<file path="src/rtl/fcpu_uart_if.sv">
// fcpu_uart byte-stream bundle between the fcpu core and the UART bridge.
// master = core side, slave = bridge side.
interface fcpu_uart_if;
  logic [7:0] io_o_data;
  logic       io_o_valid;
  logic       io_o_ready;
  logic [7:0] io_i_data;
  logic       io_i_valid;
  logic       io_i_ready;

  modport master (
    output io_o_data,
    output io_o_valid,
    output io_i_ready,
    input  io_o_ready,
    input  io_i_data,
    input  io_i_valid
  );

  modport slave (
    input  io_o_data,
    input  io_o_valid,
    input  io_i_ready,
    output io_o_ready,
    output io_i_data,
    output io_i_valid
  );
endinterface

</file>
<file path="src/rtl/fcpu_uart.sv">
// fcpu_uart: 8N1 LSB-first UART bridge for the fcpu byte streams.
// Independent TX and RX FSMs, all outputs registered.
module fcpu_uart #(
  parameter int CLKS_PER_BIT = 868
) (
  input  logic        clk,
  input  logic        nrst,
  fcpu_uart_if.slave  io,
  output logic        uart_txd,
  input  logic        uart_rxd,
  output logic        rx_overrun,
  output logic        rx_frame_err
);

  localparam int CW = $clog2(CLKS_PER_BIT);
  localparam logic [CW-1:0] LAST = CW'(CLKS_PER_BIT - 1);
  localparam logic [CW-1:0] HALF = CW'(CLKS_PER_BIT / 2 - 1);

  typedef enum logic [1:0] {
    TX_IDLE,
    TX_START,
    TX_DATA,
    TX_STOP
  } tx_st_t;

  typedef enum logic [1:0] {
    RX_IDLE,
    RX_START,
    RX_DATA,
    RX_STOP
  } rx_st_t;

  tx_st_t          r_tx_st;
  logic [CW-1:0]   r_tx_cnt;
  logic [2:0]      r_tx_bit;
  logic [7:0]      r_tx_shift;
  logic            r_tx_rdy;
  logic            r_txd;

  rx_st_t          r_rx_st;
  logic [CW-1:0]   r_rx_cnt;
  logic [2:0]      r_rx_bit;
  logic [7:0]      r_rx_shift;
  logic [7:0]      r_rx_data;
  logic            r_rx_vld;
  logic            r_rx_s1;
  logic            r_rx_s2;
  logic            r_rx_prev;
  logic            r_rx_ovr;
  logic            r_rx_ferr;

  logic            w_tx_go;
  logic            w_rxs;
  logic            w_rx_fall;

  assign w_tx_go   = io.io_o_valid & r_tx_rdy;
  assign w_rxs     = r_rx_s2;
  assign w_rx_fall = r_rx_prev & ~r_rx_s2;

  assign io.io_o_ready = r_tx_rdy;
  assign io.io_i_data  = r_rx_data;
  assign io.io_i_valid = r_rx_vld;
  assign uart_txd      = r_txd;
  assign rx_overrun    = r_rx_ovr;
  assign rx_frame_err  = r_rx_ferr;

  always_ff @(posedge clk or negedge nrst) begin
    if (!nrst) begin
      r_tx_st    <= TX_IDLE;
      r_tx_cnt   <= '0;
      r_tx_bit   <= '0;
      r_tx_shift <= '0;
      r_tx_rdy   <= 1'b1;
      r_txd      <= 1'b1;
    end else begin
      unique case (r_tx_st)
        TX_IDLE: begin
          if (w_tx_go) begin
            r_tx_shift <= io.io_o_data;
            r_tx_cnt   <= '0;
            r_tx_rdy   <= 1'b0;
            r_txd      <= 1'b0;
            r_tx_st    <= TX_START;
          end
        end
        TX_START: begin
          if (r_tx_cnt == LAST) begin
            r_tx_cnt   <= '0;
            r_tx_bit   <= '0;
            r_txd      <= r_tx_shift[0];
            r_tx_shift <= {1'b0, r_tx_shift[7:1]};
            r_tx_st    <= TX_DATA;
          end else begin
            r_tx_cnt <= r_tx_cnt + CW'(1);
          end
        end
        TX_DATA: begin
          if (r_tx_cnt == LAST) begin
            r_tx_cnt <= '0;
            if (r_tx_bit == 3'd7) begin
              r_txd   <= 1'b1;
              r_tx_st <= TX_STOP;
            end else begin
              r_tx_bit   <= r_tx_bit + 3'd1;
              r_txd      <= r_tx_shift[0];
              r_tx_shift <= {1'b0, r_tx_shift[7:1]};
            end
          end else begin
            r_tx_cnt <= r_tx_cnt + CW'(1);
          end
        end
        TX_STOP: begin
          if (r_tx_cnt == LAST) begin
            r_tx_cnt <= '0;
            r_tx_rdy <= 1'b1;
            r_tx_st  <= TX_IDLE;
          end else begin
            r_tx_cnt <= r_tx_cnt + CW'(1);
          end
        end
      endcase
    end
  end

  always_ff @(posedge clk or negedge nrst) begin
    if (!nrst) begin
      r_rx_s1    <= 1'b1;
      r_rx_s2    <= 1'b1;
      r_rx_prev  <= 1'b1;
      r_rx_st    <= RX_IDLE;
      r_rx_cnt   <= '0;
      r_rx_bit   <= '0;
      r_rx_shift <= '0;
      r_rx_data  <= '0;
      r_rx_vld   <= 1'b0;
      r_rx_ovr   <= 1'b0;
      r_rx_ferr  <= 1'b0;
    end else begin
      r_rx_s1   <= uart_rxd;
      r_rx_s2   <= r_rx_s1;
      r_rx_prev <= r_rx_s2;
      r_rx_ovr  <= 1'b0;
      r_rx_ferr <= 1'b0;
      if (r_rx_vld && io.io_i_ready) r_rx_vld <= 1'b0;
      unique case (r_rx_st)
        // prev tracks rxs, so after a low stop bit no edge fires until rxs rises
        RX_IDLE: begin
          if (w_rx_fall) begin
            r_rx_cnt <= '0;
            r_rx_st  <= RX_START;
          end
        end
        RX_START: begin
          if (r_rx_cnt == HALF) begin
            r_rx_cnt <= '0;
            r_rx_bit <= '0;
            r_rx_st  <= w_rxs ? RX_IDLE : RX_DATA;
          end else begin
            r_rx_cnt <= r_rx_cnt + CW'(1);
          end
        end
        RX_DATA: begin
          if (r_rx_cnt == LAST) begin
            r_rx_cnt   <= '0;
            r_rx_shift <= {w_rxs, r_rx_shift[7:1]};
            if (r_rx_bit == 3'd7) r_rx_st <= RX_STOP;
            else r_rx_bit <= r_rx_bit + 3'd1;
          end else begin
            r_rx_cnt <= r_rx_cnt + CW'(1);
          end
        end
        RX_STOP: begin
          if (r_rx_cnt == LAST) begin
            r_rx_cnt <= '0;
            r_rx_st  <= RX_IDLE;
            if (!w_rxs) begin
              r_rx_ferr <= 1'b1;
            end else if (!r_rx_vld || io.io_i_ready) begin
              r_rx_data <= r_rx_shift;
              r_rx_vld  <= 1'b1;
            end else begin
              r_rx_ovr <= 1'b1;
            end
          end else begin
            r_rx_cnt <= r_rx_cnt + CW'(1);
          end
        end
      endcase
    end
  end

endmodule

</file>
<file path="src/flat_wrapper.sv">
// flat-port wrapper written by rule: the top's interface ports become plain ports
module fcpu_uart_flat 
#(
  parameter int CLKS_PER_BIT = 868
)
  (clk, nrst, uart_txd, uart_rxd, rx_overrun, rx_frame_err, io_io_o_data, io_io_o_valid, io_io_i_ready, io_io_o_ready, io_io_i_data, io_io_i_valid);
  fcpu_uart_if io_i ();
  input  logic clk;
  input  logic nrst;
  output logic uart_txd;
  input  logic uart_rxd;
  output logic rx_overrun;
  output logic rx_frame_err;
  input wire logic [$bits(io_i.io_o_data)-1:0] io_io_o_data;
  input wire logic [$bits(io_i.io_o_valid)-1:0] io_io_o_valid;
  input wire logic [$bits(io_i.io_i_ready)-1:0] io_io_i_ready;
  output wire logic [$bits(io_i.io_o_ready)-1:0] io_io_o_ready;
  output wire logic [$bits(io_i.io_i_data)-1:0] io_io_i_data;
  output wire logic [$bits(io_i.io_i_valid)-1:0] io_io_i_valid;
  assign io_i.io_o_data = io_io_o_data;
  assign io_i.io_o_valid = io_io_o_valid;
  assign io_i.io_i_ready = io_io_i_ready;
  assign io_io_o_ready = io_i.io_o_ready;
  assign io_io_i_data = io_i.io_i_data;
  assign io_io_i_valid = io_i.io_i_valid;
  fcpu_uart #(.CLKS_PER_BIT(CLKS_PER_BIT)) u_core (.clk(clk), .nrst(nrst), .io(io_i), .uart_txd(uart_txd), .uart_rxd(uart_rxd), .rx_overrun(rx_overrun), .rx_frame_err(rx_frame_err));
endmodule
</file>
<file path="config.mk">
export PLATFORM = sky130hd
export DESIGN_NAME = fcpu_uart_flat
export DESIGN_NICKNAME = d
export VERILOG_FILES = /design/src/rtl/fcpu_uart_if.sv /design/src/rtl/fcpu_uart.sv /design/src/flat_wrapper.sv
export SDC_FILE = /design/constraint.sdc
export NUM_CORES = 1
export LEC_CHECK = 0
export ABC_AREA = 1
export BUFFER_PORTS_ARGS = -buffer_cell sky130_fd_sc_hd__buf_4
export CAP_MARGIN = 0
export CORE_MARGIN = 2
export CORE_UTILIZATION = 63
export DETAILED_ROUTE_END_ITERATION = 10
export GPL_TIMING_DRIVEN = 0
export PLACE_DENSITY = 0.86
export SYNTH_ARGS = -nofsm -noshare
export SYNTH_HDL_FRONTEND = slang
export SYNTH_SLANG_ARGS = --single-unit
</file>
<file path="constraint.sdc">
create_clock -name clk -period 3.48 [get_ports clk]
set_input_delay 0.348 -clock clk [delete_from_list [all_inputs] [get_ports clk]]
set_output_delay 0.348 -clock clk [all_outputs]
set_load 0.02 [all_outputs]
</file>
Word-level counts from Yosys, hierarchy flattened
Cells that the tools add are included.
Cells by class
  add/sub/neg operators: 4
  equality and inequality tests: 23
  mux-type cells: 52
  bitwise gates (word level): 3
  reduce and logical (&&, ||, !) cells: 20
Operator list (count)
  2-to-1 mux 10 bit: 5
  2-to-1 mux 8 bit: 4
  case mux 10 bit (3 select lines): 1
  case mux 8 bit (3 select lines): 1
  2-to-1 mux 2 bit: 11
  adder 10 x 1 -> 10 bit (second input constant): 2
  == test 10 bit (second input constant): 2
  inequality test 2 x 1 -> 1 bit (second input constant): 10
  case mux 10 bit (2 select lines): 1
  2-to-1 mux 3 bit: 6
  2-to-1 mux 1 bit: 17
  case mux 2 bit (4 select lines): 2
  AND reduction 4 bit: 4
  AND reduction 5 bit: 3
  case mux 3 bit (2 select lines): 2
  == test 10 x 9 -> 1 bit (second input constant): 1
  == test 2 bit (second input constant): 4
  adder 3 x 1 -> 3 bit (second input constant): 2
  == test 3 bit (second input constant): 2
  nonzero test 2 bit: 3
  == test 2 x 1 -> 1 bit (second input constant): 2
  logical NOT 2 bit: 2
  inequality test 2 bit (second input constant): 2
  case mux 1 bit (3 select lines): 1
  11 further kinds: 12
Word-level totals
  bits in registers: 62
  bits of input ports: 13
  output and inout port bits: 13

Longest topological paths before layout
Gate-level depths: netlist of the first run.
  depth in word-level cells: 6
  gate-level depth with buffers: 10
  depth with buffers taken out: 10

Least setup slack after synthesis of the first run
OpenSTA, ideal clock, no wires.
  path type: register -> register
  from: register u_core.r_tx_st[0]
  to: register u_core.r_tx_shift[2]
  setup time: 0.122 ns
  arrival: 1.470 ns
  required time: 3.358 ns
  setup slack: 1.889 ns
  stages on the path, launching flop included: 6
  buffers on the path: 1
  clock period less this slack: 1.591 ns
  cell sequence: dfrtp_1 -> inv_1 -> ha_1 -> buf_1 -> mux2i_1 -> o21ai_2
On the way
  word-level cells in the longest chain between the ends: 3
Ends and longest elaborated chain
  from (decl): RTL line fcpu_uart.sv:33  | tx_st_t r_tx_st;
  from (signal assigned): RTL line fcpu_uart.sv:69  | r_tx_st <= TX_IDLE;
  from (signal assigned): RTL line fcpu_uart.sv:83  | r_tx_st <= TX_START;
  from (signal assigned): RTL line fcpu_uart.sv:92  | r_tx_st <= TX_DATA;
  == test 2 bit, or another cell as far along: RTL line fcpu_uart.sv:76  | unique case (r_tx_st)
  inequality test 2 x 1 -> 1 bit (no source line), or another cell as far along
  AND reduction 5 bit (no source line)
  to (signal assigned): RTL line fcpu_uart.sv:79  | r_tx_shift <= io.io_o_data;
  to (signal assigned): RTL line fcpu_uart.sv:91  | r_tx_shift <= {1'b0, r_tx_shift[7:1]};
  to (signal assigned): RTL line fcpu_uart.sv:106  | r_tx_shift <= {1'b0, r_tx_shift[7:1]};
  to (decl): RTL line fcpu_uart.sv:36  | logic [7:0] r_tx_shift;
Parallel ways exist; a longest one is shown, timed or not.
A chain may end at the register's enable or synchronous reset.

Worst setup path in the final report of the first run
  from: register u_core.r_tx_st[0]
  to: register u_core.r_tx_shift[5]
Same word-level chain as after synthesis.

==> flow_summary.json, run 1 <==
{
  "clock_sinks": 62,
  "fin_cells": 476,
  "drive_gt1_frac": 0.246,
  "synth_area_leaders": "dfrtp_1, nand2_1, o21ai_2",
  "vias_per_cell": 5.32,
  "die_area_um2": 5700,
  "hp-class": "in2async",
  "initial_core_util": 0.643,
  "critical_path_peak_fanout": 10,
  "synth_common_cells": "nand2_1, dfrtp_1, inv_1",
  "wirelength_um": 6330,
  "grt_use_met3": 0.0728,
  "core_um2": 5010,
  "ant_nets": 0,
  "stdcell_area_um2": 3700,
  "cp_data_required_time_ps": 3700,
  "hold_buffers": 0,
  "die_w_um": 75.5,
  "drv_slew": 0,
  "nNetsFinal": 427,
  "synth_seq_area_share": 0.484,
  "n_fill_cell": 385,
  "grt_pass1_wl_um": 10400,
  "antenna_found_initial": 0,
  "cts_resized": 0,
  "max_cap_violations": 0,
  "grt_overflow": 0,
  "io_pins": 26,
  "dr.pass1.iters": 4,
  "busiest_layer": "met2",
  "cts_buffers": 9,
  "use_met2": 0.422,
  "async_flop_share": 1.00,
  "ys_warn_count": 0,
  "dp_hpwl_um": 4350,
  "power_density_nw_per_um2": 462,
  "synth_edf_count": 0,
  "synth-seq-cells": 62,
  "endpoint_kind": "flop",
  "skew_ps": 5.33,
  "synthDistinctLibCells": 33,
  "drt_iter0_markers": 146,
  "gp_congestion": 0.939,
  "cellLeakagePower_nw": 1.75,
  "max_freq_mhz": 500,
  "syn_inst": 366,
  "die_y_um": 75.5,
  "reg2reg_slack_ps": 1480,
  "grt.total_usage": 0.246,
  "netlist_area_um2": 3220,
  "status": "finished, final reports clean",
  "grt_setup_unrepaired": "false",
  "rr_startpoint": "u_core.r_tx_st[0]",
  "relSlewSlack": 0.498,
  "synth_fp_nets": 391,
  "max_slew.worst_pin.slew_ps": 753,
  "use_met1": 0.290,
  "synth_flop_cell": "dfrtp_1",
  "dp.cells": 461,
  "period_share": 0.574,
  "worstSetupPathType": "reg2reg",
  "synth_top_area_share": 0.443,
  "area_delta_synth_final_pct": 15.0,
  "total_power_mw": 1.71,
  "placed_area_um2": 3500,
  "drcViolationCount": 0,
  "fin_ws_ps": 1480,
  "dr_total_vias": 2531,
  "grt_max_degree": 63,
  "syn_avg_cell_area_um2": 8.80,
  "grt_pass1_vias": 2431,
  "num_rows": 26,
  "clock_path_buffers": 2,
  "drt-wirelength-per-cell_um": 13.3,
  "cts_root_buf": "clkbuf_8",
  "htreeDepth": 3,
  "synth.largest_area_cell": "dfrtp_1",
  "fin_setup_tns_ps": 0,
  "worstSkewPairLatency_ps": 340,
  "cts_tree": "yes",
  "arrival_ps": 2220,
  "portBuffers": 25,
  "post_cts_buffers": 0,
  "hold_viol": 0,
  "synthMostInstantiatedCell": "nand2_1",
  "setup_viol": 0,
  "period_needed_ps": 2000,
  "r2r_cells": 9,
  "place_ws_ps": 1600,
  "vdd_drop_max_uv": 407,
  "cts.clk_slew.worst_paths_ps": 70,
  "rr_endpoint": "u_core.r_tx_shift[5]",
  "start_kind": "flop",
  "antenna_cells": 0
}
-- power breakdown --
part | internal, mW | total, mW | switching (mW)
Clock | 0.384 | 0.656 | 0.272
Sequential | 0.755 | 0.795 | 0.0397
Combinational | 0.0804 | 0.261 | 0.181
-- state kept, by name, indices dropped and copies added, names as in the netlist, 2 cells and up, named ones only --
register	count
u_core.io.io_i_data	8
u_core.r_rx_bit	3
u_core.r_rx_cnt	10
u_core.r_rx_shift	8
u_core.r_tx_bit	3
u_core.r_tx_cnt	10
u_core.r_tx_shift	8
u_core.r_tx_st	2
-- logic make-up after synthesis --
| logic type | after synthesis | synth area share |
|---|---|---|
| buffers and inverters | 52 | 0.0676 |
| DFF | 62 | 0.484 |
| and+or+nand+nor | 173 | 0.249 |
| muxes | 7 | 0.0218 |
| xor gates and xnor gates | 3 | 0.00816 |
| AOI/OAI and AO/OA | 57 | 0.124 |
| adders and majority gates | 12 | 0.0466 |
-- how the worst max path moves through the flow --
stage / slack (ps) / to / from / cells after the start
2_1_floorplan: 1890 / u_core.r_tx_shift[2] / u_core.r_tx_st[0] / 5
3_3_place_gp: 1700 / u_core.r_tx_shift[6] / u_core.r_tx_st[0] / 5
3_5_place_dp: 1600 / u_core.r_tx_shift[5] / u_core.r_tx_st[0] / 9
4_1_cts: 1500 / u_core.r_tx_shift[5] / u_core.r_tx_st[0] / 9
5_1_grt: 1410 / u_core.r_tx_bit[0] / u_core.r_tx_st[0] / 6
6_report: 1480 / u_core.r_tx_shift[5] / u_core.r_tx_st[0] / 9
-- critical path: stages, from the launching register on --
cell,delay [ps]
dfrtp_1,440
inv_1,120
ha_1,240
nand2_2,170
inv_2,130
nor2_1,310
nand3_4,160
buf_6,180
nand2_1,80
o21ai_2,50
-- cell usage in the layout, fill, tap and decap left out, types with 2 or more instances in the layout --
cell	n
a21oi_1	2
a21oi_2	2
a31oi_1	2
buf_4	25
buf_6	3
clkbuf_8	12
dfrtp_1	57
dfstp_2	5
ha_1	12
inv_1	43
inv_2	5
mux2i_1	7
nand2_1	90
nand2_2	9
nand3_1	21
nand3_4	2
nand4_1	6
nor2_1	30
nor2_2	2
nor3_1	4
nor3b_1	2
o21ai_0	10
o21ai_1	11
o21ai_2	25
o22ai_1	3
or2_2	3
xor2_1	2
-- area by class of cell --
class | count | area, um^2 | share of cell area
flip-flops and latches | 62 | 1560 | 0.421
multi-input cells | 252 | 1450 | 0.390
repair buffers | 25 | 188 | 0.0507
inverters | 48 | 180 | 0.0486
clock buffers | 12 | 165 | 0.0446
well taps | 70 | 87.6 | 0.0236
clock inverters | 3 | 42.5 | 0.0115
plain buffers | 4 | 37.5 | 0.0101
-- stage by stage --
stage | util | hold WS, ps
detailed placement | 0.698 | 356
floorplan | - | 52.4
global placement | 0.698 | 346
CTS | 0.739 | 101
global route | 0.739 | 95.1
finish | 0.739 | 82.4
-- per-layer routing --
metal | up-vias | routed length [um]
li1 | 1263 | -
met1 | 1201 | 2690
met2 | 54 | 3260
met3 | 13 | 275
met4 | 0 | 102
met5 | - | 0
(Power assumes the default switching activity.)
==> inputs of run 2 (changes only) <==
ABC_AREA = 0   (was 1)
CORE_UTILIZATION = 59   (was 63)
PLACE_DENSITY = 0.82   (was 0.86)
clock period = 2 ns   (was 3.48 ns; I/O delays follow)
==> run 2 against run 1 <==
Against the previous run:
- the flow now finishes with violations (setup timing)
- final cell count is 13% lower
- critical path depth is 5 lower
- register-to-register slack worse by 1800 ps
- via count is 2.6% lower
- synthesized area is 2.3% lower
- clock skew is 4.1 ps higher
- wire length is 15% higher
- sequential share of layout area is 2.5 points lower
- largest cell class is now multi-input combinational cells
==> flow_summary.json, run 2 <==
{
  "drv_slew": 0,
  "combPwrFrac": 0.136,
  "num_rows": 26,
  "drive_gt1_frac": 0.350,
  "p_switching_mw": 0.711,
  "arrival_ps": 2520,
  "fin_util": 0.767,
  "n_fill_cell": 321,
  "initial_core_util": 0.612,
  "netlist_area_um2": 3150,
  "status": "finished with violations",
  "cts_buffers": 9,
  "portBuffers": 25,
  "hold_viol": 0,
  "max_slew.worst_pin.slew_ps": 757,
  "violations": "setup timing",
  "skew_ps": 9.43,
  "antenna_cells": 0,
  "cts_root_buf": "clkbuf_8",
  "grt_max_degree": 63,
  "synth_top_area_share": 0.453,
  "cts.clk_slew.worst_paths_ps": 70,
  "die_w_um": 77.0,
  "nNetsFinal": 363,
  "synthDistinctLibCells": 51,
  "dr.pass1.iters": 4,
  "htreeDepth": 3,
  "synth_seq_area_share": 0.495,
  "vias_per_cell": 5.97,
  "drt_iter0_markers": 150,
  "grt.total_usage": 0.227,
  "final_cell_mix": "dfrtp_1, buf_4, nand2_1, nor2_1, mux2_2",
  "fin_ws_ps": -303,
  "cts_tree": "yes",
  "synth_edf_count": 0,
  "relSlewSlack": 0.495,
  "synth-seq-cells": 62,
  "period_share": 1.15,
  "placed_area_um2": 3430,
  "seqPwrFrac": 0.461,
  "synth_common_cells": "dfrtp_1, nand2_1, mux2_2",
  "grt_overflow": 0,
  "hp-class": "in2reg",
  "drt-wirelength-per-cell_um": 17.7,
  "switching_share": 0.246,
  "stdcell_area_um2": 3940,
  "ys_warn_count": 0,
  "synth-xor-area-share": 0.0223,
  "synth_compound_area_frac": 0.111,
  "total_power_mw": 2.89,
  "drcViolationCount": 0,
  "pwr-share-clk": 0.403,
  "syn_avg_cell_area_um2": 11.0,
  "dr_total_vias": 2464,
  "dp.cells": 380,
  "core_um2": 5140,
  "worstSkewPairLatency_ps": 340,
  "endpoint_kind": "flop",
  "synth_fp_nets": 310,
  "area_delta_synth_final_pct": 25.2,
  "period_needed_ps": 2300,
  "ant_nets": 0,
  "clock_sinks": 62,
  "worstSetupPathType": "reg2reg",
  "cellLeakagePower_nw": 1.79,
  "die_area_um2": 5940,
  "grt_pass1_vias": 2374,
  "cp_data_required_time_ps": 2220,
  "wirelength_um": 7290,
  "startpoint": "u_core.r_rx_cnt[3]",
  "vdd_drop_max_uv": 494,
  "synth_flop_cell": "dfrtp_1",
  "synthMostInstantiatedCell": "dfrtp_1",
  "dp_hpwl_um": 4020,
  "grt_pass1_wl_um": 10600,
  "synth.largest_area_cell": "dfrtp_1",
  "final_common_cell": "dfrtp_1",
  "synthMuxAreaShare": 0.134,
  "start_kind": "flop",
  "synth_fa_ha_area_frac": 0.0477,
  "syn_inst": 285,
  "clock_path_buffers": 2,
  "holdWs_ps": 202,
  "top_regs": "u_core.r_rx_cnt x10, u_core.r_tx_cnt x10",
  "critical_path_peak_fanout": 8,
  "fin_cells": 413,
  "hp-start": "io_io_o_valid",
  "intPower_mw": 2.18,
  "synthSimpleGateAreaFrac": 0.163,
  "reg2reg_slack_ps": -300,
  "async_flop_share": 1.00,
  "max_freq_mhz": 434,
  "io_pins": 26,
  "max_cap_violations": 0,
  "power_density_nw_per_um2": 734,
  "die_y_um": 77.0,
  "rr_startpoint": "u_core.r_rx_cnt[3]",
  "setup_viol": 20,
  "grt_setup_unrepaired": "true",
  "gp_congestion": 0.888,
  "synth_top_family_by_area": "simple AND/OR/NAND/NOR gates",
  "synth_area_leaders": "dfrtp_1, mux2_2, ha_1",
  "antenna_found_initial": 0
}
run 2: cell types whose count changed in the layout (fill, tap and decap cells not counted), moves of 10 or more:
cell,before,now
nand2_1,90,30
inv_1,43,12
o21ai_2,25,0
mux2_2,0,18
mux2_4,0,16
nand3_1,21,5
buf_4,25,39
nor2_1,30,19
o21ai_1,11,1
run 2: per-stage QoR:
stage	TNS [ps]	setup WS, ps
floorplan	-6740	-463
global placement	-12350	-575
detailed placement	-12880	-567
CTS	-3140	-316
global route	-5560	-334
finish	-4490	-303
run 2: cell families (layout without fill, tap and decap cells):
| group | Yosys count | after routing |
|---|---|---|
| fa+ha+maj | 12 | 12 |
| xor+xnor | 8 | 8 |
| compound gates | 48 | 49 |
| buf+inv | 20 | 77 |
| flops | 62 | 62 |
| mux | 35 | 35 |
| simple gates | 100 | 100 |
run 2: worst paths after layout:
path | depth (start not counted) | endpoint
worst min register to register | 0 | u_core.r_rx_s2
max in group asynchronous | 2 | u_core.r_rx_cnt[0]
worst min-delay path | 4 | u_core.io.io_o_ready
min in group asynchronous | 2 | u_core.r_tx_cnt[1]
worst max register to register | 4 | u_core.io.io_i_data[5]
worst max-delay path | 4 | u_core.io.io_i_data[5]
run 2: worst max-delay path, cell delays in order, from the launching register on:
cell and delay [ps]:
dfrtp_1 380, or3b_4 430, or3_4 360, or4b_4 650, mux2_4 360
run 2: power by group through the flow:
stage               Sequential [mW]  Combinational (mW)  Clock [mW]
finish                         1.33               0.392        1.16
global route                   1.34               0.431        1.25
CTS                            1.33               0.303        1.18
detailed placement             1.36               0.260           0
global placement               1.36               0.256           0
floorplan                      1.35               0.172           0
run 2: layout make-up:
type | instances | area (um^2) | area share
repair buffers | 45 | 367 | 0.0930
clock inverters | 5 | 75.1 | 0.0191
plain buffers | 4 | 25.0 | 0.00635
well taps | 70 | 87.6 | 0.0222
clock buffers | 11 | 131 | 0.0333
multi-input cells | 204 | 1650 | 0.419
flip-flops and latches | 62 | 1560 | 0.396
inverters | 12 | 45.0 | 0.0114
run 2: repair_timing:
action	in CTS	in global routing
gates resized for setup	14	27
hold buffers	2	0
hold endpoints to repair	58	0
setup buffers	7	11
cloned	0	1
endpoints found under the setup margin	39	47
pin swaps	4	9
run 2: per-layer routing:
| layer | global-route usage | share of wire |
|---|---|---|
| met5 | 0 | 0 |
| met4 | 0.0946 | 0.026 |
| met3 | 0.0612 | 0.049 |
| met2 | 0.398 | 0.52 |
| met1 | 0.263 | 0.40 |
